<file path="config.mk">
export PLATFORM = sky130hd
export DESIGN_NAME = alu_demux_collect_flat
export DESIGN_NICKNAME = d
export VERILOG_FILES = /design/src/rtl/alu_demux_collect_pkg.sv /design/src/rtl/alu_demux_collect_if.sv /design/src/rtl/alu_demux_collect_lane_reg.sv /design/src/rtl/alu_demux_collect.sv /design/src/flat_wrapper.sv
export SDC_FILE = /design/constraint.sdc
export NUM_CORES = 1
export LEC_CHECK = 0
export CAP_MARGIN = 20
export CORE_UTILIZATION = 44
export CTS_BUF_LIST = sky130_fd_sc_hd__clkbuf_4 sky130_fd_sc_hd__clkbuf_8
export CTS_CLUSTER_DIAMETER = 80
export CTS_CLUSTER_SIZE = 16
export DETAILED_ROUTE_END_ITERATION = 16
export GPL_TIMING_DRIVEN = 0
export PLACE_DENSITY = 0.85
export SLEW_MARGIN = 20
export SYNTH_ARGS = -nofsm -noshare
export SYNTH_HDL_FRONTEND = slang
export SYNTH_SLANG_ARGS = --single-unit
</file>
<file path="constraint.sdc">
create_clock -name clk -period 1.8 [get_ports clk]
set_input_delay 0.36 -clock clk [delete_from_list [all_inputs] [get_ports clk]]
set_output_delay 0.36 -clock clk [all_outputs]
set_load 0.1 [all_outputs]
</file>
<file path="src/rtl/alu_demux_collect_pkg.sv">
// Shared definitions for the ALU operand demux/collector and its packed-input mux.
//   state_t  : collector FSM states (FILL collects beats, HOLD presents a full frame)
//   lanes_of : lane count derived from the lane address width
package alu_demux_collect_pkg;

   typedef enum logic {
      ST_FILL = 1'b0,
      ST_HOLD = 1'b1
   } state_t;

   function automatic int lanes_of(input int sel_w);
      return 1 << sel_w;
   endfunction

endpackage

</file>
<file path="src/rtl/alu_demux_collect_if.sv">
// Handshake bundle between the operand/result producer, the collector and the
// downstream packed-input mux.
//   in_data/in_sel/in_addr_mode/in_valid -> collector, in_ready <- collector
//   out_d/out_lane_valid/out_valid <- collector, out_ready -> collector
//   master : producer/consumer side, slave : collector side
interface alu_demux_collect_if
   import alu_demux_collect_pkg::*;
#(
   parameter int DATA_WIDTH = 8,
   parameter int SEL_WIDTH  = 3
);
   localparam int LANES = lanes_of(SEL_WIDTH);

   logic [DATA_WIDTH-1:0]       in_data;
   logic [SEL_WIDTH-1:0]        in_sel;
   logic                        in_addr_mode;
   logic                        in_valid;
   logic                        in_ready;
   logic [LANES*DATA_WIDTH-1:0] out_d;
   logic [LANES-1:0]            out_lane_valid;
   logic                        out_valid;
   logic                        out_ready;

   modport master (
      output in_data, in_sel, in_addr_mode, in_valid, out_ready,
      input  in_ready, out_d, out_lane_valid, out_valid
   );

   modport slave (
      input  in_data, in_sel, in_addr_mode, in_valid, out_ready,
      output in_ready, out_d, out_lane_valid, out_valid
   );

endinterface

</file>
<file path="src/rtl/alu_demux_collect_lane_reg.sv">
// One lane storage register of the collector.
//   clk, rst : clock and synchronous active-high reset (clears the lane)
//   we       : load d on this edge
//   d, q     : lane data in / out
module alu_demux_collect_lane_reg #(
   parameter int DATA_WIDTH = 8
) (
   input  logic                  clk,
   input  logic                  rst,
   input  logic                  we,
   input  logic [DATA_WIDTH-1:0] d,
   output logic [DATA_WIDTH-1:0] q
);

   always_ff @(posedge clk) begin
      if (rst)
         q <= '0;
      else if (we)
         q <= d;
   end

endmodule

</file>
<file path="src/rtl/alu_demux_collect.sv">
// Collects 2**SEL_WIDTH words, one per accepted beat, into a packed bus for the
// ALU operand mux. Lane i sits at out_d[(i+1)*DATA_WIDTH-1 : i*DATA_WIDTH].
//   clk, rst : clock, synchronous active-high reset
//   flush    : drop the partial frame and restart collection
//   bus      : slave side of alu_demux_collect_if (input beats, packed frame out)
// Beats are accepted only in FILL. The beat that makes every lane valid moves
// the block to HOLD, where out_d is frozen until the consumer takes the frame.
// Lane data survives handoff and flush; only rst clears it.
module alu_demux_collect
   import alu_demux_collect_pkg::*;
#(
   parameter int DATA_WIDTH = 8,
   parameter int SEL_WIDTH  = 3
) (
   input  logic                  clk,
   input  logic                  rst,
   input  logic                  flush,
   alu_demux_collect_if.slave    bus
);

   localparam int LANES = lanes_of(SEL_WIDTH);

   state_t                          state;
   logic [SEL_WIDTH-1:0]            wr_ptr;
   logic [SEL_WIDTH-1:0]            tgt;
   logic [LANES-1:0]                lane_valid;
   logic [LANES-1:0]                tgt_oh;
   logic [LANES-1:0]                lv_next;
   logic [LANES-1:0]                lane_we;
   logic [LANES-1:0][DATA_WIDTH-1:0] lane_q;
   logic                            in_ready_q;
   logic                            out_valid_q;
   logic                            accept;

   // in_ready_q is high exactly in FILL, so accept never fires in HOLD.
   assign accept  = bus.in_valid & in_ready_q;
   assign tgt     = bus.in_addr_mode ? bus.in_sel : wr_ptr;
   assign tgt_oh  = LANES'(1) << tgt;
   assign lv_next = lane_valid | (accept ? tgt_oh : '0);

   // A beat offered in a flush cycle is dropped, so flush gates the lane writes.
   for (genvar i = 0; i < LANES; i++) begin : g_lane
      assign lane_we[i] = accept & ~flush & (tgt == SEL_WIDTH'(i));

      alu_demux_collect_lane_reg #(
         .DATA_WIDTH (DATA_WIDTH)
      ) u_lane (
         .clk (clk),
         .rst (rst),
         .we  (lane_we[i]),
         .d   (bus.in_data),
         .q   (lane_q[i])
      );
   end

   always_ff @(posedge clk) begin
      if (rst || flush) begin
         state       <= ST_FILL;
         wr_ptr      <= '0;
         lane_valid  <= '0;
         in_ready_q  <= 1'b1;
         out_valid_q <= 1'b0;
      end else begin
         unique case (state)
            ST_FILL: begin
               if (accept) begin
                  lane_valid <= lv_next;
                  // Addressed writes leave the auto pointer where it was.
                  if (!bus.in_addr_mode)
                     wr_ptr <= wr_ptr + 1'b1;
                  // Overwrites of a valid lane do not change lv_next, so the
                  // frame completes only once every distinct lane is written.
                  if (&lv_next) begin
                     state       <= ST_HOLD;
                     in_ready_q  <= 1'b0;
                     out_valid_q <= 1'b1;
                  end
               end
            end
            ST_HOLD: begin
               if (out_valid_q && bus.out_ready) begin
                  state       <= ST_FILL;
                  wr_ptr      <= '0;
                  lane_valid  <= '0;
                  in_ready_q  <= 1'b1;
                  out_valid_q <= 1'b0;
               end
            end
            default: begin
               state       <= ST_FILL;
               in_ready_q  <= 1'b1;
               out_valid_q <= 1'b0;
            end
         endcase
      end
   end

   assign bus.in_ready       = in_ready_q;
   assign bus.out_valid      = out_valid_q;
   assign bus.out_lane_valid = lane_valid;
   assign bus.out_d          = lane_q;

endmodule

</file>
<file path="src/flat_wrapper.sv">
// flat-port wrapper written by rule: the top's interface ports become plain ports
module alu_demux_collect_flat import alu_demux_collect_pkg::*;
#(
   parameter int DATA_WIDTH = 8,
   parameter int SEL_WIDTH  = 3
)
  (clk, rst, flush, bus_in_data, bus_in_sel, bus_in_addr_mode, bus_in_valid, bus_out_ready, bus_in_ready, bus_out_d, bus_out_lane_valid, bus_out_valid);
  alu_demux_collect_if #(.DATA_WIDTH(DATA_WIDTH), .SEL_WIDTH(SEL_WIDTH)) bus_i ();
  input  logic clk;
  input  logic rst;
  input  logic flush;
  input wire logic [$bits(bus_i.in_data)-1:0] bus_in_data;
  input wire logic [$bits(bus_i.in_sel)-1:0] bus_in_sel;
  input wire logic [$bits(bus_i.in_addr_mode)-1:0] bus_in_addr_mode;
  input wire logic [$bits(bus_i.in_valid)-1:0] bus_in_valid;
  input wire logic [$bits(bus_i.out_ready)-1:0] bus_out_ready;
  output wire logic [$bits(bus_i.in_ready)-1:0] bus_in_ready;
  output wire logic [$bits(bus_i.out_d)-1:0] bus_out_d;
  output wire logic [$bits(bus_i.out_lane_valid)-1:0] bus_out_lane_valid;
  output wire logic [$bits(bus_i.out_valid)-1:0] bus_out_valid;
  assign bus_i.in_data = bus_in_data;
  assign bus_i.in_sel = bus_in_sel;
  assign bus_i.in_addr_mode = bus_in_addr_mode;
  assign bus_i.in_valid = bus_in_valid;
  assign bus_i.out_ready = bus_out_ready;
  assign bus_in_ready = bus_i.in_ready;
  assign bus_out_d = bus_i.out_d;
  assign bus_out_lane_valid = bus_i.out_lane_valid;
  assign bus_out_valid = bus_i.out_valid;
  alu_demux_collect #(.DATA_WIDTH(DATA_WIDTH), .SEL_WIDTH(SEL_WIDTH)) u_core (.clk(clk), .rst(rst), .flush(flush), .bus(bus_i));
endmodule
</file>
==> flow_summary.ini, run 1 <==
[floorplanning]
start_util_pct = 45.50
ios = 91
die_w_um = 85.59
dieArea_um2 = 7325
fp.dieH_um = 85.59
core-area_um2 = 6756
rows = 30

[synthesis]
yosysWarnings = 0
synth_nets = 378
async_flop_share_pct = 0
ys.flop_type = dfxtp_1
yosysSeqAreaShare_pct = 50.79
avgSynthCellArea_um2 = 8.539
synth_edf_count = 0
yosysUniqueCellTypes = 30
syn_inst = 360
synth_seq_cells = 78
syn_area_um2 = 3074

[sta]
tightest_slew_ns = 0.5882
setup_viol = 0
maxSlewViolCount = 0
slew_headroom_pct = 59.67
fmax_ghz = 0.5642
final.period_utilization_pct = 98.47
clock-skew-final_ns = 0.01090
grt_setup_unrepaired = yes
period_needed_ns = 1.773
hold_viol_final = 0

[power]
design_power_total_uw = 3628
power.density_nw_per_um2 = 806.5
peakVddDrop_mv = 0.5476
leakagePower_uw = 0.001519

[clock_tree]
cts_tree = done
root_buffer = clkbuf_8
htree_levels = 3
clock_sink_count = 78
clkLatencyLatePin_ns = 0.34
clk_path_buf_depth = 2
cts_hold_buf = 0
cts_buffers = 9
clkTransAtPathRegs_ns = 0.08

[status]
violations = DRC
status = complete, but fails checks

[detailed_routing]
drc = 1
drt-pass1-iter-count = 11
num_vias = 3039
via_per_inst = 5.607
wl_per_cell_um = 16.93
wl_um = 9175
drt_iter0_drc = 239
drtAntennaViolNets = 0

[placed_design]
io_buffers = 80
placed_cells = 520
dp_hpwl_um = 6050
place_congestion = 0.8519

[critical_path]
critPathKind = reg2reg
slowest_stage = dfxtp_4
rrSetupSlack_ns = 0.03
crit_required_ns = 2.08
worst_setup_path_start_kind = flop
path_max_fanout = 5
end_kind = flop
cpPeakStageDelay_ns = 0.37
cp.arrival_ns = 2.05
crit_chain = mux2_4 -> buf_6 -> o41ai_4 -> a32oi_1 -> nor4_2 -> buf_4 -> o21a_1

[finish]
diodes = 0
area_growth_pct = 46.32
drive_above_1_share_pct = 28.79
final_cells = 542
fillers = 523
final_nets = 476

[global_route]
grt_max_degree = 14
met1_usage_pct = 29.27
grtUsageMet3_pct = 4.909
grt_pass1_wl_um = 13960
grt_util_all_layers_pct = 24.61
antenna_found_initial = 0
use_met2_pct = 42.47
grt_pass1_vias = 2900
busiest_layer = met2
grt.overflow.total = 0

[run]
drv_cap = 0

[worst_hold_path]
hold_path.class = in2reg
[cell usage in the layout (no fill, tap or decap), types with 5 or more instances in the layout]
cell / count
nand3_1: 50
dfxtp_1: 75
a21oi_1: 57
buf_4: 7
nand2_1: 55
nor2_1: 26
nor3_1: 5
mux2i_1: 19
clkdlybuf4s15_2: 74
clkbuf_1: 17
clkbuf_8: 9
[worst max-delay path: cells and delay by family (launching register included)]
kind	cells	cell delay, ns
compound gates	3	0.48
flops	1	0.37
simple gates	1	0.24
mux	1	0.32
buf+inv	2	0.30
[layout make-up]
type / instances / area, µm² / share of cell area, %
Buffer: 29 / 148.9 / 3.310
Clock buffer: 9 / 123.9 / 2.754
Clock inverter: 6 / 87.58 / 1.947
Inverter: 3 / 11.26 / 0.2503
Multi-Input combinational cell: 250 / 1479 / 32.88
Sequential cell: 78 / 1570 / 34.91
Tap cell: 80 / 100.1 / 2.225
Timing Repair Buffer: 87 / 977.2 / 21.72
[routing by layer]
| metal | part of all wire (%) | vias up |
|---|---|---|
| met1 | 42 | 1447 |
| met4 | 2.2 | 0 |
| li1 | - | 1439 |
| met2 | 50 | 133 |
| met5 | 0 | - |
| met3 | 6.0 | 20 |
[cells in the mapped netlist (2+ instances only)]
master | instances | share of area (%)
inv_1 | 3 | 0.37
o21ai_0 | 2 | 0.33
a32oi_1 | 3 | 0.85
a21oi_1 | 58 | 9.4
a21boi_0 | 2 | 0.49
nor4_2 | 2 | 0.81
a31oi_1 | 2 | 0.41
buf_2 | 7 | 1.1
mux2i_1 | 20 | 6.5
o41ai_1 | 3 | 0.85
mux2_4 | 2 | 0.98
dfxtp_1 | 78 | 51
nor3_4 | 2 | 1.1
o21a_1 | 2 | 0.49
nor3_1 | 8 | 1.3
nand2_1 | 58 | 7.1
clkbuf_1 | 20 | 2.4
nor2_2 | 2 | 0.41
nor2_1 | 26 | 3.2
nand3_1 | 50 | 8.1
[where the power goes]
group	switching [µW]	internal (µW)
logic	352	112
clock network	633	773
registers	14.8	1740
[cell families after synthesis]
group	synth area share [%]
muxes	7.855
buffers and inverters	4.558
adders and majority gates	0.4069
DFF	50.79
xor gates and xnor gates	0.2850
and+or+nand+nor	22.71
AOI/OAI and AO/OA	13.39
[flip-flops by register name (all words and copies together) (netlist names)]
name / count
u_core.g_lane.u_lane.q: 64
u_core.bus.out_lane_valid: 8
u_core.wr_ptr: 3
u_core.bus.in_ready: 1
u_core.bus.out_valid: 1
u_core.state: 1
[worst paths after layout]
path,startpoint,to,cells past startpoint
max,u_core.wr_ptr[1],u_core.bus.out_valid,7
min,bus_in_addr_mode,u_core.wr_ptr[1],4
max reg2reg,u_core.wr_ptr[1],u_core.bus.out_valid,7
min reg2reg,u_core.g_lane[4].u_lane.q[5],u_core.g_lane[4].u_lane.q[5],2
[stage by stage]
step | util, % | setup TNS (ns) | cell area (µm²) | worst slack (ns) | hold slack (ns)
2_1_floorplan | - | -0.02698 | 3094 | -0.01319 | 0.5039
3_3_place_gp | 59.13 | -27.98 | 3995 | -0.5197 | 0.4422
3_5_place_dp | 59.13 | -31.27 | 3995 | -0.5627 | 0.4476
4_1_cts | 64.61 | 0 | 4365 | 0.00004863 | 0.4058
5_1_grt | 66.57 | -0.1913 | 4498 | -0.05879 | 0.4374
6_report | 66.57 | 0 | 4498 | 0.02747 | 0.4257
[repair_timing]
item                       CTS  global route
resized for setup          235            20
pin swaps                    1             9
buffers inserted             3             4
setup endpoints to repair  126            49
(Power assumes the default switching activity.)
==> inputs of run 2 (changes only) <==
CAP_MARGIN = default   (was 20)
==> results of run 2 <==
The final DEF is identical to that of run 1; final timing and power are the same.
